**src/rtl/runner_pkg.sv**
```systemverilog
// Shared definitions for the runner game's video path.
//   frame_sched_state_t : frame scheduler FSM states
//   SCREEN_W / SCREEN_H : visible raster size, shared with vga and painter
package runner_pkg;

  typedef enum logic [1:0] {
    FS_IDLE,
    FS_CLEAR,
    FS_PAINT,
    FS_TICK
  } frame_sched_state_t;

  localparam int unsigned SCREEN_W = 800;
  localparam int unsigned SCREEN_H = 600;

endpackage

```
**src/rtl/fb_clear_engine.sv**
```systemverilog
// Raster coordinate generator for the per-frame background clear.
// x runs fastest over 0..SCREEN_W-1, y over Y_BEGIN..Y_END.
//   clk_33m, rst : clock, synchronous active-high reset
//   start        : begin a new clear pass (clears done)
//   step         : current (x,y) is consumed; advance to the next coordinate
//   x, y         : coordinate to be written when step is asserted
//   last         : current (x,y) is the final coordinate of the band
//   done         : final coordinate has been consumed since the last start
module fb_clear_engine #(
  parameter int unsigned SCREEN_W = runner_pkg::SCREEN_W,
  parameter int unsigned Y_BEGIN  = 0,
  parameter int unsigned Y_END    = runner_pkg::SCREEN_H - 1
) (
  input  logic        clk_33m,
  input  logic        rst,
  input  logic        start,
  input  logic        step,
  output logic [11:0] x,
  output logic [11:0] y,
  output logic        last,
  output logic        done
);
  import runner_pkg::*;

  localparam logic [11:0] X_LAST  = 12'(SCREEN_W - 1);
  localparam logic [11:0] Y_FIRST = 12'(Y_BEGIN);
  localparam logic [11:0] Y_LAST  = 12'(Y_END);

  assign last = (x == X_LAST) && (y == Y_LAST);

  // Counters return to the band origin after the final coordinate, so an
  // idle engine always presents the first coordinate of the next pass.
  always_ff @(posedge clk_33m) begin
    if (rst) begin
      x    <= '0;
      y    <= Y_FIRST;
      done <= 1'b0;
    end else begin
      if (start) begin
        done <= 1'b0;
      end
      if (step) begin
        if (last) begin
          x    <= '0;
          y    <= Y_FIRST;
          done <= 1'b1;
        end else if (x == X_LAST) begin
          x <= '0;
          y <= y + 12'd1;
        end else begin
          x <= x + 12'd1;
        end
      end
    end
  end

endmodule

```
**src/rtl/frame_sched.sv**
```systemverilog
// Per-frame scheduler for the framebuffer write path: clears a band of rows
// to the background palette, hands the write port to the sprite painter,
// then issues the game_tick that advances the runner.
//   clk_33m, rst       : clock, synchronous active-high reset
//   frame_start        : new back buffer available (pulse)
//   painter_finished   : painter done (pulse)
//   p_write_*          : painter write request
//   paint_start        : painter may begin (pulse, first PAINT cycle)
//   write_*            : registered framebuffer write port
//   game_tick          : runner advances one step (pulse)
//   overrun_count      : dropped/late frames, saturating at 255
//   paint_timeout      : sticky, painter watchdog fired
module frame_sched #(
  parameter int unsigned SCREEN_W      = runner_pkg::SCREEN_W,
  parameter int unsigned CLEAR_Y_BEGIN = 0,
  parameter int unsigned CLEAR_Y_END   = runner_pkg::SCREEN_H - 1,
  parameter logic [1:0]  BG_PALETTE    = 2'd0,
  parameter int unsigned TICK_DIV      = 1,
  parameter int unsigned PAINT_TIMEOUT = 500000
) (
  input  logic        clk_33m,
  input  logic        rst,
  input  logic        frame_start,
  input  logic        painter_finished,
  input  logic [11:0] p_write_x,
  input  logic [11:0] p_write_y,
  input  logic [1:0]  p_write_palette,
  input  logic        p_write_en,
  output logic        paint_start,
  output logic [11:0] write_x,
  output logic [11:0] write_y,
  output logic [1:0]  write_palette,
  output logic        write_en,
  output logic        game_tick,
  output logic [7:0]  overrun_count,
  output logic        paint_timeout
);
  import runner_pkg::*;

  localparam logic [19:0] WD_LAST  = 20'(PAINT_TIMEOUT - 1);
  localparam logic [3:0]  DIV_LAST = 4'(TICK_DIV - 1);

  frame_sched_state_t state, state_next;

  logic [11:0] clr_x, clr_y;
  logic        clr_last, clr_done, clr_start, clr_step;

  logic [11:0] wr_x_d, wr_y_d;
  logic [1:0]  wr_pal_d;
  logic        wr_en_d;
  logic        wd_abort;
  logic        frame_dropped;
  logic [19:0] watchdog;
  logic [3:0]  tick_div;
  logic [1:0]  overrun_inc;
  logic [8:0]  overrun_sum;

  fb_clear_engine #(
    .SCREEN_W (SCREEN_W),
    .Y_BEGIN  (CLEAR_Y_BEGIN),
    .Y_END    (CLEAR_Y_END)
  ) u_clear (
    .clk_33m (clk_33m),
    .rst     (rst),
    .start   (clr_start),
    .step    (clr_step),
    .x       (clr_x),
    .y       (clr_y),
    .last    (clr_last),
    .done    (clr_done)
  );

  always_ff @(posedge clk_33m) begin
    if (rst) begin
      state <= FS_IDLE;
    end else begin
      state <= state_next;
    end
  end

  // The write register is loaded one cycle ahead of the state it belongs to:
  // the first clear coordinate is loaded in the IDLE cycle that sees
  // frame_start, and the CLEAR state then spans exactly the visible writes.
  // A painter request arriving in the cycle PAINT is left is dropped so the
  // port stays quiet throughout TICK.
  always_comb begin
    state_next    = state;
    clr_start     = 1'b0;
    clr_step      = 1'b0;
    wr_en_d       = 1'b0;
    wr_x_d        = '0;
    wr_y_d        = '0;
    wr_pal_d      = '0;
    wd_abort      = 1'b0;
    game_tick     = 1'b0;
    frame_dropped = frame_start && (state != FS_IDLE);

    case (state)
      FS_IDLE: begin
        if (frame_start) begin
          state_next = FS_CLEAR;
          clr_start  = 1'b1;
          clr_step   = 1'b1;
          wr_en_d    = 1'b1;
          wr_x_d     = clr_x;
          wr_y_d     = clr_y;
          wr_pal_d   = BG_PALETTE;
        end
      end
      FS_CLEAR: begin
        if (clr_done) begin
          state_next = FS_PAINT;
        end else begin
          clr_step = 1'b1;
          wr_en_d  = 1'b1;
          wr_x_d   = clr_x;
          wr_y_d   = clr_y;
          wr_pal_d = BG_PALETTE;
        end
      end
      FS_PAINT: begin
        if (painter_finished) begin
          state_next = FS_TICK;
        end else if (watchdog == WD_LAST) begin
          state_next = FS_TICK;
          wd_abort   = 1'b1;
        end else begin
          wr_en_d  = p_write_en;
          wr_x_d   = p_write_x;
          wr_y_d   = p_write_y;
          wr_pal_d = p_write_palette;
        end
      end
      FS_TICK: begin
        state_next = FS_IDLE;
        game_tick  = (tick_div == DIV_LAST);
      end
      default: begin
        state_next = FS_IDLE;
      end
    endcase
  end

  assign overrun_inc = {1'b0, frame_dropped} + {1'b0, wd_abort};
  assign overrun_sum = {1'b0, overrun_count} + {7'd0, overrun_inc};

  always_ff @(posedge clk_33m) begin
    if (rst) begin
      write_x       <= '0;
      write_y       <= '0;
      write_palette <= '0;
      write_en      <= 1'b0;
      paint_start   <= 1'b0;
      watchdog      <= '0;
      tick_div      <= '0;
      overrun_count <= '0;
      paint_timeout <= 1'b0;
    end else begin
      write_x       <= wr_x_d;
      write_y       <= wr_y_d;
      write_palette <= wr_pal_d;
      write_en      <= wr_en_d;
      paint_start   <= (state == FS_CLEAR) && clr_done;
      watchdog      <= (state == FS_PAINT) ? watchdog + 20'd1 : '0;
      if (state == FS_TICK) begin
        tick_div <= (tick_div == DIV_LAST) ? '0 : tick_div + 4'd1;
      end
      paint_timeout <= paint_timeout | wd_abort;
      overrun_count <= (overrun_sum > 9'd255) ? 8'hFF : overrun_sum[7:0];
    end
  end

endmodule

```
**config.mk**
```make
export PLATFORM = sky130hd
export DESIGN_NAME = frame_sched
export DESIGN_NICKNAME = d
export VERILOG_FILES = /design/src/rtl/runner_pkg.sv /design/src/rtl/fb_clear_engine.sv /design/src/rtl/frame_sched.sv
export SDC_FILE = /design/constraint.sdc
export NUM_CORES = 1
export LEC_CHECK = 0
export CORE_ASPECT_RATIO = 1.2
export CORE_MARGIN = 1
export CORE_UTILIZATION = 55
export CTS_CLUSTER_SIZE = 24
export DETAILED_ROUTE_END_ITERATION = 12
export PLACE_DENSITY = 0.83
export SYNTH_ARGS = -nofsm -noshare
export SYNTH_HDL_FRONTEND = slang
export SYNTH_HIERARCHICAL = 1
export SYNTH_SLANG_ARGS = --single-unit
```
**constraint.sdc**
```tcl
create_clock -name clk_33m -period 5.3 [get_ports clk_33m]
set_clock_uncertainty 0.2 [all_clocks]
set_input_delay 1.325 -clock clk_33m [delete_from_list [all_inputs] [get_ports clk_33m]]
set_output_delay 1.325 -clock clk_33m [all_outputs]
set_load 0.05 [all_outputs]
```
==> results.json, run 1 <==
{
  "number_of_instances_in_the_synthesized_netlist": 387,
  "cp_max_fo": 5,
  "cp-start-kind": "flop",
  "grt_remaining_overflow": 0,
  "final_min_period_over_clock_period_pct": 70.7,
  "multiInputGateArea_um2": 1960,
  "power.leakage_nw": 1.72,
  "row_count": 33,
  "worstHoldPathType": "flop to flop",
  "final-seq-area_um2": 1760,
  "cts_tree": "yes",
  "insertion_delay_ns": 0.35,
  "htree_num_levels": 3,
  "n_fill_cell": 524,
  "required_ns": 3.77,
  "cts.repair_timing.setup_buffer_count": 0,
  "timing.final.hold_violations": 0,
  "period_minus_slack_ns": 3.75,
  "status": "complete, no violations",
  "floorplan.die.height_um": 93.6,
  "track_usage_pct": 24.2,
  "first_global_vias": 3019,
  "drt-pass1-iter-count": 4,
  "tritoncts.num_buffers": 9,
  "timing.setup.tns_ns": 0,
  "place_worst_setup_slack_ns": 1.44,
  "fp.dieW_um": 78.4,
  "worst-slew-pin-transition_ns": 0.684,
  "gp_congestion": 0.816,
  "final_core_utilization_pct": 70.5,
  "drt-initial-drc-count": 197,
  "grt_setup_unrepaired": "false",
  "ir_worst_vdd_v": 0.000189,
  "numClockSinks": 88,
  "global_route_wire_length_before_repair_mm": 14.0,
  "timing.max_cap.violations": 0,
  "via_per_inst": 5.71,
  "fin_nets": 499,
  "post_synth.cell_area_avg_um2": 9.94,
  "crit_path_cell_trace": "ha_1, nor4bb_1, clkdlybuf4s50_1",
  "fp.dieArea_um2": 7340,
  "vias": 3131,
  "core_ar_um2": 6810,
  "place.detailed.hpwl_mm": 5.64,
  "max_slew_margin_pct": 54.4,
  "count_of_buffers_from_port_buffering": 68,
  "number_of_buffers_inserted_for_hold_repair_after_clock_tree_synthesis": 0,
  "area_growth_from_synthesis_to_layout_pct": 24.9,
  "hold_slack_ns": 0.265,
  "power.density_nw_per_um2": 326,
  "drt_drc_violations_left": 0,
  "arrival_ns": 2.22,
  "design.portCount": 69,
  "crit_type": "flop to primary output",
  "number_of_antenna_violations_at_the_first_check_in_global_routing": 0,
  "synthesis.area_um2": 3850,
  "critPathTopFamily": "buffers and inverters",
  "ctsResizeCount": 0,
  "max-clock-path-buffers": 2,
  "clkTransAtPathRegs_ns": 0.08,
  "root_buffer": "clkbuf_8",
  "insertedDiodeCount": 0,
  "end_kind": "primary output",
  "crit_path_setup_slack_layout_ns": 1.55,
  "finalSetupViolations": 0,
  "final_layout_size_suffix_gt1_share_pct": 12.4,
  "detail_route.wl_per_cell_um": 14.9,
  "final_antenna_net_count": 0,
  "critPathMaxStageDelay_ns": 0.86,
  "path_buf_inv": 1,
  "upper_clock_frequency_limit_ghz": 0.267,
  "slowest_stage": "clkdlybuf4s50_1",
  "grt_max_degree": 29,
  "final-max-slew-violation-count": 0,
  "start_util_pct": 56.5,
  "syn-num-nets": 430,
  "wirelength_mm": 8.18,
  "yosysWarnings": 6
}
[flip-flops by register name (all words and copies together) (netlist names), 2 cells and up]
register / flops
watchdog: 20
u_clear/x: 12
u_clear/y: 12
write_x: 12
write_y: 12
overrun_count: 8
tick_div: 4
state: 2
write_palette: 2
[power breakdown]
group          switching, W  leakage (nW)  internal (W)  total (W)
clock              0.000232         0.106      0.000278   0.000510
sequential        0.0000306         0.710      0.000697   0.000728
combinational      0.000200         0.908      0.000128   0.000328
[metrics by stage]
| step | total power [W] | area, um2 | cells |
|---|---|---|---|
| 3_5_place_dp | 0.00107 | 4580 | 532 |
| 6_report | 0.00157 | 4800 | 548 |
| 2_1_floorplan | 0.000971 | 3850 | 387 |
| 3_3_place_gp | 0.00106 | 4580 | 532 |
| 4_1_cts | 0.00158 | 4800 | 548 |
| 5_1_grt | 0.00164 | 4800 | 548 |
[layout make-up]
type	count	area share (%)
timing repair buffer	71	14.6
sequential	88	36.7
tap	87	2.27
clock inverter	5	1.67
inverter	13	1.02
multi-input combinational	273	40.8
clock buffer	11	2.94
[placed cells by master (no fill, tap or decap), types with 11 or more instances in the layout]
master,count
dfxtp_1,88
clkdlybuf4s50_1,68
nor2_1,37
a21oi_1,24
a22o_2,22
xor2_1,20
nand3_1,17
nand2_1,16
nand4_1,16
inv_1,13
ha_1,11
[final timing paths]
| path | start | to | slack, ns | cells after the start |
|---|---|---|---|---|
| max reg2reg | state[0]$_SDFFE_PP0P_ | u_clear/y[4]$_SDFFE_PP0P_ | 2.51 | 8 |
| max | state[0]$_SDFFE_PP0P_ | game_tick | 1.55 | 3 |
| min | watchdog[0]$_SDFF_PP0_ | watchdog[0]$_SDFF_PP0_ | 0.27 | 1 |
| min reg2reg | watchdog[0]$_SDFF_PP0_ | watchdog[0]$_SDFF_PP0_ | 0.27 | 1 |
[layer usage]
metal  vias up  GRT usage [%]  wire length (um)
met4         0           11.4               157
met2        66           42.3              4210
met3        14           3.22               211
met5         -              0                 0
li1       1536              -                 -
met1      1515           29.2              3600
Note: power is estimated with default switching activity, not from simulation.
==> run 2, diff against run 1 <==
--- a/config.mk
+++ b/config.mk
@@ -7,10 +7,10 @@
 export LEC_CHECK = 0
 export CORE_ASPECT_RATIO = 1.2
 export CORE_MARGIN = 1
-export CORE_UTILIZATION = 55
+export CORE_UTILIZATION = 47
 export CTS_CLUSTER_SIZE = 24
 export DETAILED_ROUTE_END_ITERATION = 12
-export PLACE_DENSITY = 0.83
+export PLACE_DENSITY = 0.75
 export SYNTH_ARGS = -nofsm -noshare
 export SYNTH_HDL_FRONTEND = slang
 export SYNTH_HIERARCHICAL = 1
==> constraint.sdc (replaced) <==
create_clock -name clk_33m -period 3.03 [get_ports clk_33m]
set_clock_uncertainty 0.2 [all_clocks]
set_input_delay 0.7575 -clock clk_33m [delete_from_list [all_inputs] [get_ports clk_33m]]
set_output_delay 0.7575 -clock clk_33m [all_outputs]
set_load 0.05 [all_outputs]
==> run 2 against run 1 <==
- the run now ends with DRC left
- worst setup slack worse by 1.2 ns
- worst hold slack better by 0.021 ns
- critical path depth up 5
- die area up 17%
- critical path type is now primary input to flop
==> results.json, run 2 (same netlist as run 1, synthesis figures left out) <==
{
  "status": "finished with violations",
  "failing_checks": "DRC",
  "via_per_inst": 5.51,
  "mostFrequentLayoutCell": "dfxtp_1",
  "floorplan.die.height_um": 101,
  "area_growth_from_synthesis_to_layout_pct": 26.0,
  "worstHoldPathType": "flop to flop",
  "cts.repair_timing.setup_buffer_count": 0,
  "crit_path_setup_slack_layout_ns": 0.391,
  "grt_remaining_overflow": 0,
  "tritoncts.num_buffers": 9,
  "regToRegStartpoint": "watchdog[0]$_SDFF_PP0_",
  "drt_drc_violations_left": 3,
  "place.detailed.hpwl_mm": 5.77,
  "finalInstanceArea_um2": 4850,
  "design.portCount": 69,
  "ir_worst_vdd_v": 0.000285,
  "timing.setup.tns_ns": 0,
  "timing.final.hold_violations": 0,
  "track_usage_pct": 19.5,
  "totalPowerFinal_w": 0.00271,
  "period_minus_slack_ns": 2.64,
  "max-clock-path-buffers": 2,
  "largest_reg_flops": 20,
  "hold_end": "watchdog[0]$_SDFF_PP0_",
  "crit_type": "primary input to flop",
  "fp.dieArea_um2": 8550,
  "number_of_antenna_violations_at_the_first_check_in_global_routing": 0,
  "timing.rr.end": "overrun_count[0]$_SDFF_PP0_",
  "finalNonFillerCells": 559,
  "worst-slew-pin-transition_ns": 0.524,
  "multiInputGateArea_um2": 1970,
  "placed_cells": 544,
  "first_global_vias": 2956,
  "post_dp_cell_area_um2": 4650,
  "place_worst_setup_slack_ns": 0.0226,
  "power.leakage_nw": 1.76,
  "drt-pass1-iter-count": 8,
  "final-max-slew-violation-count": 0,
  "finalSetupViolations": 0,
  "power.density_nw_per_um2": 558,
  "end_kind": "flop",
  "gp_congestion": 0.805,
  "cp_max_fo": 7,
  "number_of_buffers_inserted_for_hold_repair_after_clock_tree_synthesis": 0,
  "ctsResizeCount": 0,
  "min-delay-start": "watchdog[0]$_SDFF_PP0_",
  "required_ns": 3.12,
  "final_antenna_net_count": 0,
  "grt_max_degree": 26,
  "global_route_wire_length_before_repair_mm": 13.3,
  "drt-initial-drc-count": 131,
  "wirelength_mm": 7.96,
  "clkTransAtPathRegs_ns": 0.08,
  "top_register": "watchdog",
  "count_of_buffers_from_port_buffering": 68,
  "final_layout_size_suffix_gt1_share_pct": 13.7,
  "upper_clock_frequency_limit_ghz": 0.379,
  "htree_num_levels": 3,
  "numClockSinks": 88,
  "max_slew_margin_pct": 64.9,
  "core_ar_um2": 7790,
  "vias": 3078,
  "cts_tree": "yes",
  "n_fill_cell": 647,
  "detail_route.wl_per_cell_um": 14.2,
  "final-seq-area_um2": 1760,
  "grt_setup_unrepaired": "false",
  "final_min_period_over_clock_period_pct": 87.1,
  "row_count": 35,
  "root_buffer": "clkbuf_8",
  "r2r_setup_slack_ns": 0.40,
  "insertion_delay_ns": 0.35,
  "start_util_pct": 49.4,
  "timing.max_cap.violations": 0,
  "fin_nets": 506,
  "hold-path-cell-count": 1,
  "insertedDiodeCount": 0,
  "fp.dieW_um": 84.6,
  "arrival_ns": 2.73,
  "cp-start-kind": "primary input",
  "layout_common_cells": "88 x dfxtp_1, 67 x clkdlybuf4s50_1, 37 x nor2_1",
  "worstRegToRegCells": 10
}
-- run 2: cell type report --
cell class | count | share of cell area (%)
Clock buffer | 11 | 2.71
Multi-Input combinational cell | 273 | 40.6
Timing Repair Buffer | 78 | 15.5
Clock inverter | 4 | 1.45
Sequential cell | 88 | 36.3
Tap cell | 92 | 2.37
Inverter | 13 | 1.01
-- run 2: layer usage --
layer	share of wire, %	vias to the layer above	global-route usage [%]
met5	0	-	0
met4	1.5	0	8.87
met3	4.0	11	2.87
met2	50	61	33.5
met1	45	1448	24.2
li1	-	1558	-
-- run 2: critical path, stage by stage --
cell             delay [ns]
clkdlybuf4s50_1        0.51
nand2_1                0.12
nand2_1                0.16
buf_4                  0.17
and4_1                 0.17
nand4_1                0.23
or4_1                  0.47
a21oi_1                0.15
-- run 2: per-stage QoR --
stage          hold WS, ns  util (%)
2_1_floorplan        0.218         -
3_3_place_gp         0.246      59.6
3_5_place_dp         0.274      59.6
4_1_cts              0.287      62.2
5_1_grt              0.310      62.2
6_report             0.287      62.2
-- run 2: where the power goes --
| group | internal, W | leakage, nW | switching, W |
|---|---|---|---|
| Combinational | 0.000237 | 0.944 | 0.000350 |
| Sequential | 0.00122 | 0.710 | 0.0000536 |
| Clock | 0.000458 | 0.103 | 0.000388 |
| Total | 0.00191 | 1.76 | 0.000792 |
-- run 2: worst max path at each step --
stage | from | to | slack (ns) | cells after the start
after floorplan | state[0]$_SDFFE_PP0P_ | game_tick | 0.44 | 2
after global placement | painter_finished | overrun_count[5]$_SDFF_PP0_ | 0.07 | 9
after detailed placement | painter_finished | overrun_count[5]$_SDFF_PP0_ | 0.02 | 9
after CTS | watchdog[0]$_SDFF_PP0_ | overrun_count[0]$_SDFF_PP0_ | 0.39 | 10
after global routing | watchdog[0]$_SDFF_PP0_ | overrun_count[0]$_SDFF_PP0_ | 0.13 | 10
final | frame_start | u_clear/y[11]$_SDFFE_PP0P_ | 0.39 | 8
==> run 3, diff against run 2 <==
--- a/config.mk
+++ b/config.mk
@@ -10,6 +10,7 @@
 export CORE_UTILIZATION = 47
 export CTS_CLUSTER_SIZE = 24
 export DETAILED_ROUTE_END_ITERATION = 12
+export GPL_ROUTABILITY_DRIVEN = 0
 export PLACE_DENSITY = 0.75
 export SYNTH_ARGS = -nofsm -noshare
 export SYNTH_HDL_FRONTEND = slang
==> results of run 3 <==
Final layout, timing and power as in run 2 (identical DEF).
